### src/rtl/powlib_busburst.sv
// Burst write generator: turns one command into cmdlen sequential bus beats,
// with optional per-beat data increment, then pulses done for one cycle.
module powlib_busburst #(
  parameter int B_AW = 2,
  parameter int B_DW = 4,
  parameter int LW   = 4,
  parameter int EDBG = 0
) (
  input  logic            clk,
  input  logic            rst,
  input  logic [B_AW-1:0] cmdaddr,
  input  logic [B_DW-1:0] cmddata,
  input  logic [LW-1:0]   cmdlen,
  input  logic            cmdinc,
  input  logic            cmdvld,
  output logic            cmdrdy,
  output logic [B_DW-1:0] wrdata,
  output logic [B_AW-1:0] wraddr,
  output logic            wrvld,
  input  logic            wrrdy,
  output logic            done,
  output logic            busy
);

  typedef enum logic [1:0] {
    IDLE = 2'd0,
    RUN  = 2'd1,
    DONE = 2'd2
  } state_t;

  state_t        state;
  logic [LW-1:0] remain;
  logic          inc;

  // All outputs are registered alongside the state, so wrrdy/cmdvld never reach an output combinationally.
  always_ff @(posedge clk) begin
    if (!rst) begin
      state  <= IDLE;
      remain <= '0;
      inc    <= 1'b0;
      wraddr <= '0;
      wrdata <= '0;
      wrvld  <= 1'b0;
      done   <= 1'b0;
      busy   <= 1'b0;
      cmdrdy <= 1'b1;
    end else begin
      case (state)
        IDLE: begin
          if (cmdvld) begin
            wraddr <= cmdaddr;
            wrdata <= cmddata;
            remain <= cmdlen;
            inc    <= cmdinc;
            cmdrdy <= 1'b0;
            busy   <= 1'b1;
            if (cmdlen != '0) begin
              state <= RUN;
              wrvld <= 1'b1;
            end else begin
              state <= DONE;
              done  <= 1'b1;
            end
          end
        end
        RUN: begin
          if (wrrdy) begin
            wraddr <= wraddr + 1'b1;
            if (inc) begin
              wrdata <= wrdata + 1'b1;
            end
            remain <= remain - 1'b1;
            if (remain == LW'(1)) begin
              state <= DONE;
              wrvld <= 1'b0;
              done  <= 1'b1;
            end
          end
        end
        DONE: begin
          state  <= IDLE;
          done   <= 1'b0;
          busy   <= 1'b0;
          cmdrdy <= 1'b1;
        end
        default: begin
          state  <= IDLE;
          wrvld  <= 1'b0;
          done   <= 1'b0;
          busy   <= 1'b0;
          cmdrdy <= 1'b1;
        end
      endcase
    end
  end

`ifndef SYNTHESIS
  // Simulation-only beat trace.
  if (EDBG != 0) begin : g_dbg
    always @(posedge clk) begin
      if (rst && state == RUN && wrrdy) begin
        $display("powlib_busburst beat addr=%0h data=%0h", wraddr, wrdata);
      end
    end
  end
`endif

endmodule
### config.mk
export PLATFORM = sky130hd
export DESIGN_NAME = powlib_busburst
export DESIGN_NICKNAME = d
export VERILOG_FILES = /design/src/rtl/powlib_busburst.sv
export SDC_FILE = /design/constraint.sdc
export NUM_CORES = 1
export LEC_CHECK = 0
export ABC_CLOCK_PERIOD_IN_PS = 1950
export CAP_MARGIN = 20
export CELL_PAD_IN_SITES_DETAIL_PLACEMENT = 1
export CELL_PAD_IN_SITES_GLOBAL_PLACEMENT = 1
export CORE_UTILIZATION = 34
export DETAILED_ROUTE_END_ITERATION = 16
export GPL_TIMING_DRIVEN = 0
export PLACE_DENSITY = 0.8
export SLEW_MARGIN = 20
export SYNTH_ARGS = -nofsm -noshare
export SYNTH_HDL_FRONTEND = slang
export SYNTH_SLANG_ARGS = --single-unit
### constraint.sdc
create_clock -name clk -period 1.95 [get_ports clk]
set_clock_uncertainty 0.05 [all_clocks]
set_input_delay 0.39 -clock clk [delete_from_list [all_inputs] [get_ports clk]]
set_output_delay 0.39 -clock clk [all_outputs]
set_load 0.005 [all_outputs]
==> impl_metrics.ini <==
[outcome]
status = finished, final reports clean

[grt]
overflow = 0
antenna_found_initial = 0
grt_max_degree = 11
grt_pass1_vias = 911
grt_util_all_layers_pct = 19.73
grt_pass1_wl_um = 4036

[placed_design]
place_area_sq_um = 1189
dp.cells = 162
gp_congestion = 0.7686
dpl.hpwl_um = 1777
io_buffer_count = 24

[floorplanning]
io_pins = 25
num_rows = 18
die_y_um = 53.76
die_area_sq_um = 2890
start_util_pct = 36.44
die_x_um = 53.76
coreArea_sq_um = 2500

[yosys]
synth_area_leaders = dfxtp_1, nand2_1, a21boi_0
synth_cell_types = 36
synth-simple-area-share_pct = 20.88
synth-compound-area-share_pct = 30.08
synth_xor_area_share_pct = 0.9615
synth_fa_ha_area_share_pct = 4.121
yosysSeqAreaShare_pct = 37.36
synth.avg_cell_area_sq_um = 8.434
muxShareOfSynthArea_pct = 1.099
syn_nets = 126
ys_seq_elements = 17
synth_top_family_by_area = compound AO/OA/AOI/OAI gates
synth_top_area_share_pct = 37.36
syn_inst = 108
syn_area_sq_um = 910.9
yosysWarningCount = 0
synth_area_leader_cell = dfxtp_1

[worst_setup_path]
cp-start-kind = input pin
crit_slowest_cell = or4_4
ff2ff_setup_slack_ns = 0.34
crit_arrival_ns = 1.95
slowest_delay_ns = 0.59
cp_cell_sequence = clkdlybuf4s50_1, or4_4, a2111oi_4, o21bai_1
crit_buf_inv = 1
path_delay_family = simple AND/OR/NAND/NOR gates
crit_type = input pin to flip-flop
required_ns = 2.14
end_kind = flip-flop
crit_fanout = 3

[final_layout]
nNetsFinal = 155
diodes = 0
layout.cells.non_filler = 166
synthToLayoutAreaGrowth_pct = 33.38
utilization_pct = 48.60
drive_gt1_share_pct = 8.824
fin_area_sq_um = 1215

[route]
vias = 881
drt.antenna.violating_nets = 0
viasPerCell = 5.307
first_iter_violations = 4
drt-pass1-iter-count = 4
wl_per_cell_um = 14.24
drc = 0
drt-total-wl_um = 2364

[pwr]
ir_drop_mv = 0.4769
p_per_area_nw_per_um2 = 712.7
pwr-share-seq_pct = 47.5
swShare_pct = 30.99
internal_power_uw = 597.6
p_switching_uw = 268.3
comb_power_share_pct = 29.7
leakagePower_nw = 0.4757
finalPower_uw = 865.9
p_clk_share_pct = 22.8

[cts]
cts-resized-gates = 0
cts_root_buf = clkbuf_4
cts_max_path_buffers = 2
path_clk_slew_ns = 0.10
insertion_delay_ns = 0.30
cts_tree = done
cts-htree-levels = 1
cts_setup_buffers = 0
clock-sinks = 17
numCtsBuffers = 3
cts_hold_buf = 0

[sta]
timing.final.crit_period_ns = 1.766
hold_viol = 0
setup-violations-final = 0
rsz0062_at_grt = no
finalCritPeriodShare_pct = 90.59
tns_ns = 0
fmax_mhz = 566.1
slew_headroom_pct = 69.48
worstMarginPinSlew_ns = 0.4578
final_max_slew_viol_count = 0

[run]
maxCapViolations = 0

[hold_path]
hold_path.class = flip-flop to flip-flop
==> power by group through the flow <==
stage                     clock, mW  sequential [mW]  combinational, mW
after floorplan                   0            0.417              0.144
after global placement            0            0.418              0.249
after detailed placement          0            0.419              0.259
after CTS                     0.208            0.411              0.261
after global routing          0.226            0.417              0.288
final                         0.198            0.411              0.257
==> tightest hold or removal path, stage by stage, from the launching register on <==
cell	delay [ns]
dfxtp_1	0.32
inv_1	0.05
a21oi_1	0.05
==> Yosys cell counts (all sizes together) <==
master   count
inv          6
o21ai        6
o221a        2
nor2b        2
clkbuf       2
o211a        2
o31ai        1
a21o         2
nand3b       1
and2         2
o22ai        1
o311a        1
a32o         1
nor2         8
nor3b        1
o21a         2
a21oi        6
nand3        5
xor2         1
o211ai       1
a31oi        1
o21bai       1
a21boi       5
mux2i        1
nand2       13
ha           3
a2111oi      1
o221ai       1
or2          1
dfxtp       17
or4          1
buf          4
a311oi       1
nand2b       3
nor3         2
==> per-layer routing <==
| metal | track usage, % | vias to the layer above | wire, um |
|---|---|---|---|
| li1 | - | 441 | - |
| met3 | 6.497 | 5 | 98 |
| met2 | 33.54 | 20 | 1112 |
| met1 | 24.02 | 415 | 1131 |
| met5 | 0 | - | 0 |
| met4 | 3.947 | 0 | 21 |
==> logic make-up (layout without fill, tap and decap cells) <==
logic type                 after synthesis  count (layout)
AOI/OAI and AO/OA                       35              35
xor gates and xnor gates                 1               1
and+or+nand+nor                         39              39
adders and majority gates                3               3
buffers and inverters                   12              40
muxes                                    1               1
DFF                                     17              17
==> layout make-up <==
type / instances / area (sq um)
clock buffers: 4 / 26.28
repair buffers: 24 / 240.2
plain buffers: 6 / 27.53
multi-input cells: 79 / 520.5
well taps: 30 / 37.54
flip-flops and latches: 17 / 340.3
fillers: 315 / 1285
inverters: 6 / 22.52
==> stage by stage <==
| step | hold slack [ns] | setup WS, ns |
|---|---|---|
| after floorplan | 0.3921 | 0.4136 |
| after global placement | 0.3867 | -0.1122 |
| after detailed placement | 0.3915 | -0.1293 |
| after CTS | 0.4075 | 0.1784 |
| after global routing | 0.4383 | 0.1352 |
| final | 0.4012 | 0.1835 |
==> worst paths after layout <==
check,start,endpoint,depth (start not counted)
worst min-delay path,busy$_SDFFE_PN0P_,busy$_SDFFE_PN0P_,2
worst max register to register,state[0]$_SDFFE_PN0P_,wrdata[2]$_SDFFE_PN0P_,5
worst max-delay path,cmdlen[1],done$_SDFFE_PN0P_,4
worst min register to register,busy$_SDFFE_PN0P_,busy$_SDFFE_PN0P_,2
==> state kept, by name (all words and copies together), names as in the netlist <==
signal / count
busy: 1
cmdrdy: 1
done: 1
inc: 1
remain: 4
state: 2
wraddr: 2
wrdata: 4
wrvld: 1
==> cell usage in the layout (no fill, tap or decap), drive strengths merged <==
cell and n:
inv 6, clkbuf 6, or2 1, a31oi 1
nor2b 2, o221ai 1, o211a 2, nand2b 3
mux2i 1, nor2 8, a21oi 6, ha 3
and2 2, o21ai 6, o31ai 1, dfxtp 17
nor3 2, buf 4, o221a 2, clkdlybuf4s50 24
nand3 5, a32o 1, o21a 2, a2111oi 1
o311a 1, xor2 1, nand2 13, o22ai 1
o211ai 1, nor3b 1, a21boi 5, a21o 2
a311oi 1, o21bai 1, or4 1, nand3b 1
Note: power is estimated with default switching activity, not from simulation.
==> edit 1: new RTL, same settings <==
Re-encode `state_t` (3 states) as one-hot, 3 bits wide.
--- a/src/rtl/powlib_busburst.sv
+++ b/src/rtl/powlib_busburst.sv
@@ -22,10 +22,10 @@
   output logic            busy
 );
 
-  typedef enum logic [1:0] {
-    IDLE = 2'd0,
-    RUN  = 2'd1,
-    DONE = 2'd2
+  typedef enum logic [2:0] {
+    IDLE = 3'b001,
+    RUN  = 3'b010,
+    DONE = 3'b100
   } state_t;
 
   state_t        state;
Check against the original RTL: no difference found for any inputs over 10 cycles, from zero or initial values and one cycle with rst low; not proved beyond that.
==> edit 1 against the original RTL <==
Die area increased by 7.9%; sequential cell count increased by 1; clock power decreased by 4%; sequential share of layout area shrank 0.078 points; combinational power decreased by 3%; power up 2.1%; non-clock buffer count shrank 1; first-iteration DRC count increased to 5.5 times the old value; final area grew 6.2%; final cell count is 4.8% higher; wire length up 16%; setup slack worse by 0.099 ns; synthesized area up 8.2%; critical endpoint is now remain[0].
==> edit 1: results (changes against the original RTL) <==
- Status: finished clean
- Via density: 5.58 (+5.1%)
- Worst Path Max Fanout: 7 (+4)
- Total number of yosys warnings: 0 (unchanged)
- CP max stage delay: 0.57 ns (-0.02 ns)
- Port Buffers: 23 (-4.2%)
- Pleak: 0.487 nW (+2.3%)
- P_comb: 0.000250 W (-3%)
- Total number of vias: 971 (+10%)
- DRT iter0 DRCs: 22 (+18)
- Net Switching: 0.000269 W (+0.21%)
- Vias in the first global route: 1002 (+10%)
- Placer congestion estimate: 0.764 (-0.55%)
- Register area share after synthesis: 0.365 (-0.00814)
- Worst slew margin: 0.522 (-0.173)
- Post-DP Area: 1250 µm² (+5.6%)
- Clock latency at the later pin of the worst-skew pair: 0.30 ns (about the same)
- Seq power: 0.000443 W (+7.8%)
- Sequential share of power: 0.501 (+0.026)
- Final nets: 163 (+5.2%)
- Worst vdd ir: 0.479 mV (+0.49%)
- Min-Delay Path Class: input pin to register
- Clk pin slew, worst setup/hold paths: 0.10 ns (about the same)
- Dpl hpwl: 2.02 mm (+14%)
- CP arrival: 2.02 ns (+0.07 ns)
- First-pass GRT wire length: 4.66 mm (+15%)
- Cts bufs inserted: 3 (unchanged)
- Syn Area/Cell: 8.43 µm² (about the same)
- Placed insts: 171 (+5.6%)
- Pre-antenna DRT Iters: 4 (unchanged)
- Diode count: 0 (unchanged)
- Largest net degree at the start of global routing: 11 (unchanged)
- Synth top area cells: dfxtp_1, a21oi_1, nand2_1
- Distinct cells, synth: 35 (-2.8%)
- Place WS: -0.382 ns (-0.253 ns)
- Global Route Usage Sum: 0.191 (-0.00582)
- Crit path max-delay family: buffers and inverters
- Fraction of registers with async set/reset: 0 (unchanged)
- Total Wirelength: 2.74 mm (+16%)
- Root buffer cell: clkbuf_4
- Top flop regs: remain x4, wrdata x4, state x3
- Syn nets: 135 (+7.1%)
- Share of cells above drive strength 1: 0.140 (+0.0516)
- Initial antenna violation count: 0 (unchanged)
- H-tree levels: 1 (unchanged)
- Clk buf depth: 2 (unchanged)
- Synth top cells by count: dfxtp_1, nand2_1, a21oi_1
- CP max stage cell: clkdlybuf4s50_1
[edit 1: cell type report]
class	count	area, µm²
flip-flops and latches	18	360
repair buffers	23	230
fillers	329	1470
clock buffers	3	22.5
well taps	31	38.8
inverters	3	11.3
multi-input cells	90	592
plain buffers	6	35.0
[edit 1: logic make-up after synthesis]
kind of cell               synth area share
and+or+nand+nor                       0.317
AOI/OAI and AO/OA                     0.232
DFF                                   0.365
buffers and inverters                0.0469
adders and majority gates            0.0381
[edit 1: path summary, 6_finish.rpt]
path                  from   endpoint  slack (ns)  cells after the start
setup / recovery    cmdvld  remain[0]        0.08                      6
hold / removal         rst   state[0]        0.42                      2
setup reg to reg  state[1]  wrdata[2]        0.25                      6
hold reg to reg        inc        inc        0.43                      2
[edit 1: metal layers]
layer	routed length (µm)	global-route usage
met1	1220	0.219
met2	1410	0.361
met3	90	0.0488
met4	17	0.0314
met5	0	0
[edit 1: repair_timing]
item	4_1_cts	5_1_grt
hold buffers	0	0
setup endpoints to repair	1	1
buffers inserted	0	0
resized for setup	1	1
==> edit 2: new RTL, same flow settings <==
Made on the original files. Set the parameter `B_DW` to 6 (it was 4).
--- a/src/rtl/powlib_busburst.sv
+++ b/src/rtl/powlib_busburst.sv
@@ -2,7 +2,7 @@
 // with optional per-beat data increment, then pulses done for one cycle.
 module powlib_busburst #(
   parameter int B_AW = 2,
-  parameter int B_DW = 4,
+  parameter int B_DW = 6,
   parameter int LW   = 4,
   parameter int EDBG = 0
 ) (
Ports: changed (resized cmddata and wrdata); port bits go from 25 to 29. No check against the original RTL was run, so the function may have changed too.
==> edit 2 against the original RTL <==
The flow now finishes with violations (design-rule violations); synthesized area increased by 15%; count of clock-buffer cells in the layout decreased by 1; setup slack got worse by 0.025 ns; final cell count increased by 11%; sequential power increased by 17%; wire length increased by 24%; clock power increased by 6%; synthesized cell count increased by 13%; via count increased by 17%; combinational power increased by 38%; final area increased by 14%; sequential cell count increased by 2; largest cell class unchanged; power increased by 21%.
==> edit 2: results (changes against the original RTL) <==
- Worst reg2reg endpoint: done
- Min-Delay Path Class: input pin to register
- Register area share after synthesis: 0.365 (-0.00912)
- Status: finished with violations
- Port Buffers: 27 (+13%)
- Vias in the first global route: 1114 (+22%)
- Placer congestion estimate: 0.768 (about the same)
- Failing checks: design-rule violations
- Worst vdd ir: 0.357 mV (-25%)
- Hold_ws: 0.317 ns (-0.0840 ns)
- Pre-antenna DRT Iters: 10 (+6)
- Syn nets: 142 (+13%)
- Global Route Usage Sum: 0.195 (-0.00223)
- Synth top area cells: dfxtp_1, a21oi_1, nand2_1
- First-pass GRT wire length: 4.97 mm (+23%)
- Synth top cells by count: dfxtp_1, a21oi_1, nand2_1
- Final nets: 174 (+12%)
- Met3 usage in global routing: 0.0363 (-0.0287)
- Total Wirelength: 2.93 mm (+24%)
- Largest net degree at the start of global routing: 12 (+1)
- Pleak: 0.523 nW (+10%)
- HP Start: rst
- CP Launch Point: cmdlen[0]
- R2R setup slack: 0.41 ns (+0.07 ns)
- Dpl hpwl: 2.23 mm (+25%)
- Met2 routed WL: 1.43 mm (+29%)
- Drt drc: 3 (+3)
- Placed insts: 180 (+11%)
- Clk pin slew, worst setup/hold paths: 0.12 ns (+0.02 ns)
- Net Switching: 0.000352 W (+31%)
- Total number of vias: 1033 (+17%)
- Reg2Reg Depth: 4 (-1)
[edit 2: worst max-delay path, cell delays in order]
cell	delay [ns]
clkdlybuf4s50_1	0.47
nor4_2	0.40
nor3_1	0.15
a311o_1	0.32
a31o_1	0.22
[edit 2: logic make-up (layout without fill, tap and decap cells)]
family	count (synthesis)	after routing	share of synthesized area
flops	19	19	0.365
mux	1	1	0.00959
simple gates	45	45	0.241
compound gates	41	41	0.283
buf+inv	13	44	0.0659
fa+ha+maj	3	3	0.0360
[edit 2: power groups by stage]
stage	clock, W	sequential, W	combinational [W]
final	0.000209	0.000480	0.000355
after global routing	0.000238	0.000487	0.000390
after CTS	0.000216	0.000479	0.000359
after detailed placement	0	0.000488	0.000358
after global placement	0	0.000483	0.000343
after floorplan	0	0.000480	0.000211
[edit 2: final cells by class]
class,instances,area [µm²]
clock inverters,1,5.00
inverters,6,22.5
repair buffers,27,270
fillers,351,1450
multi-input cells,90,594
flip-flops and latches,19,380
clock buffers,3,22.5
plain buffers,7,46.3
well taps,31,38.8
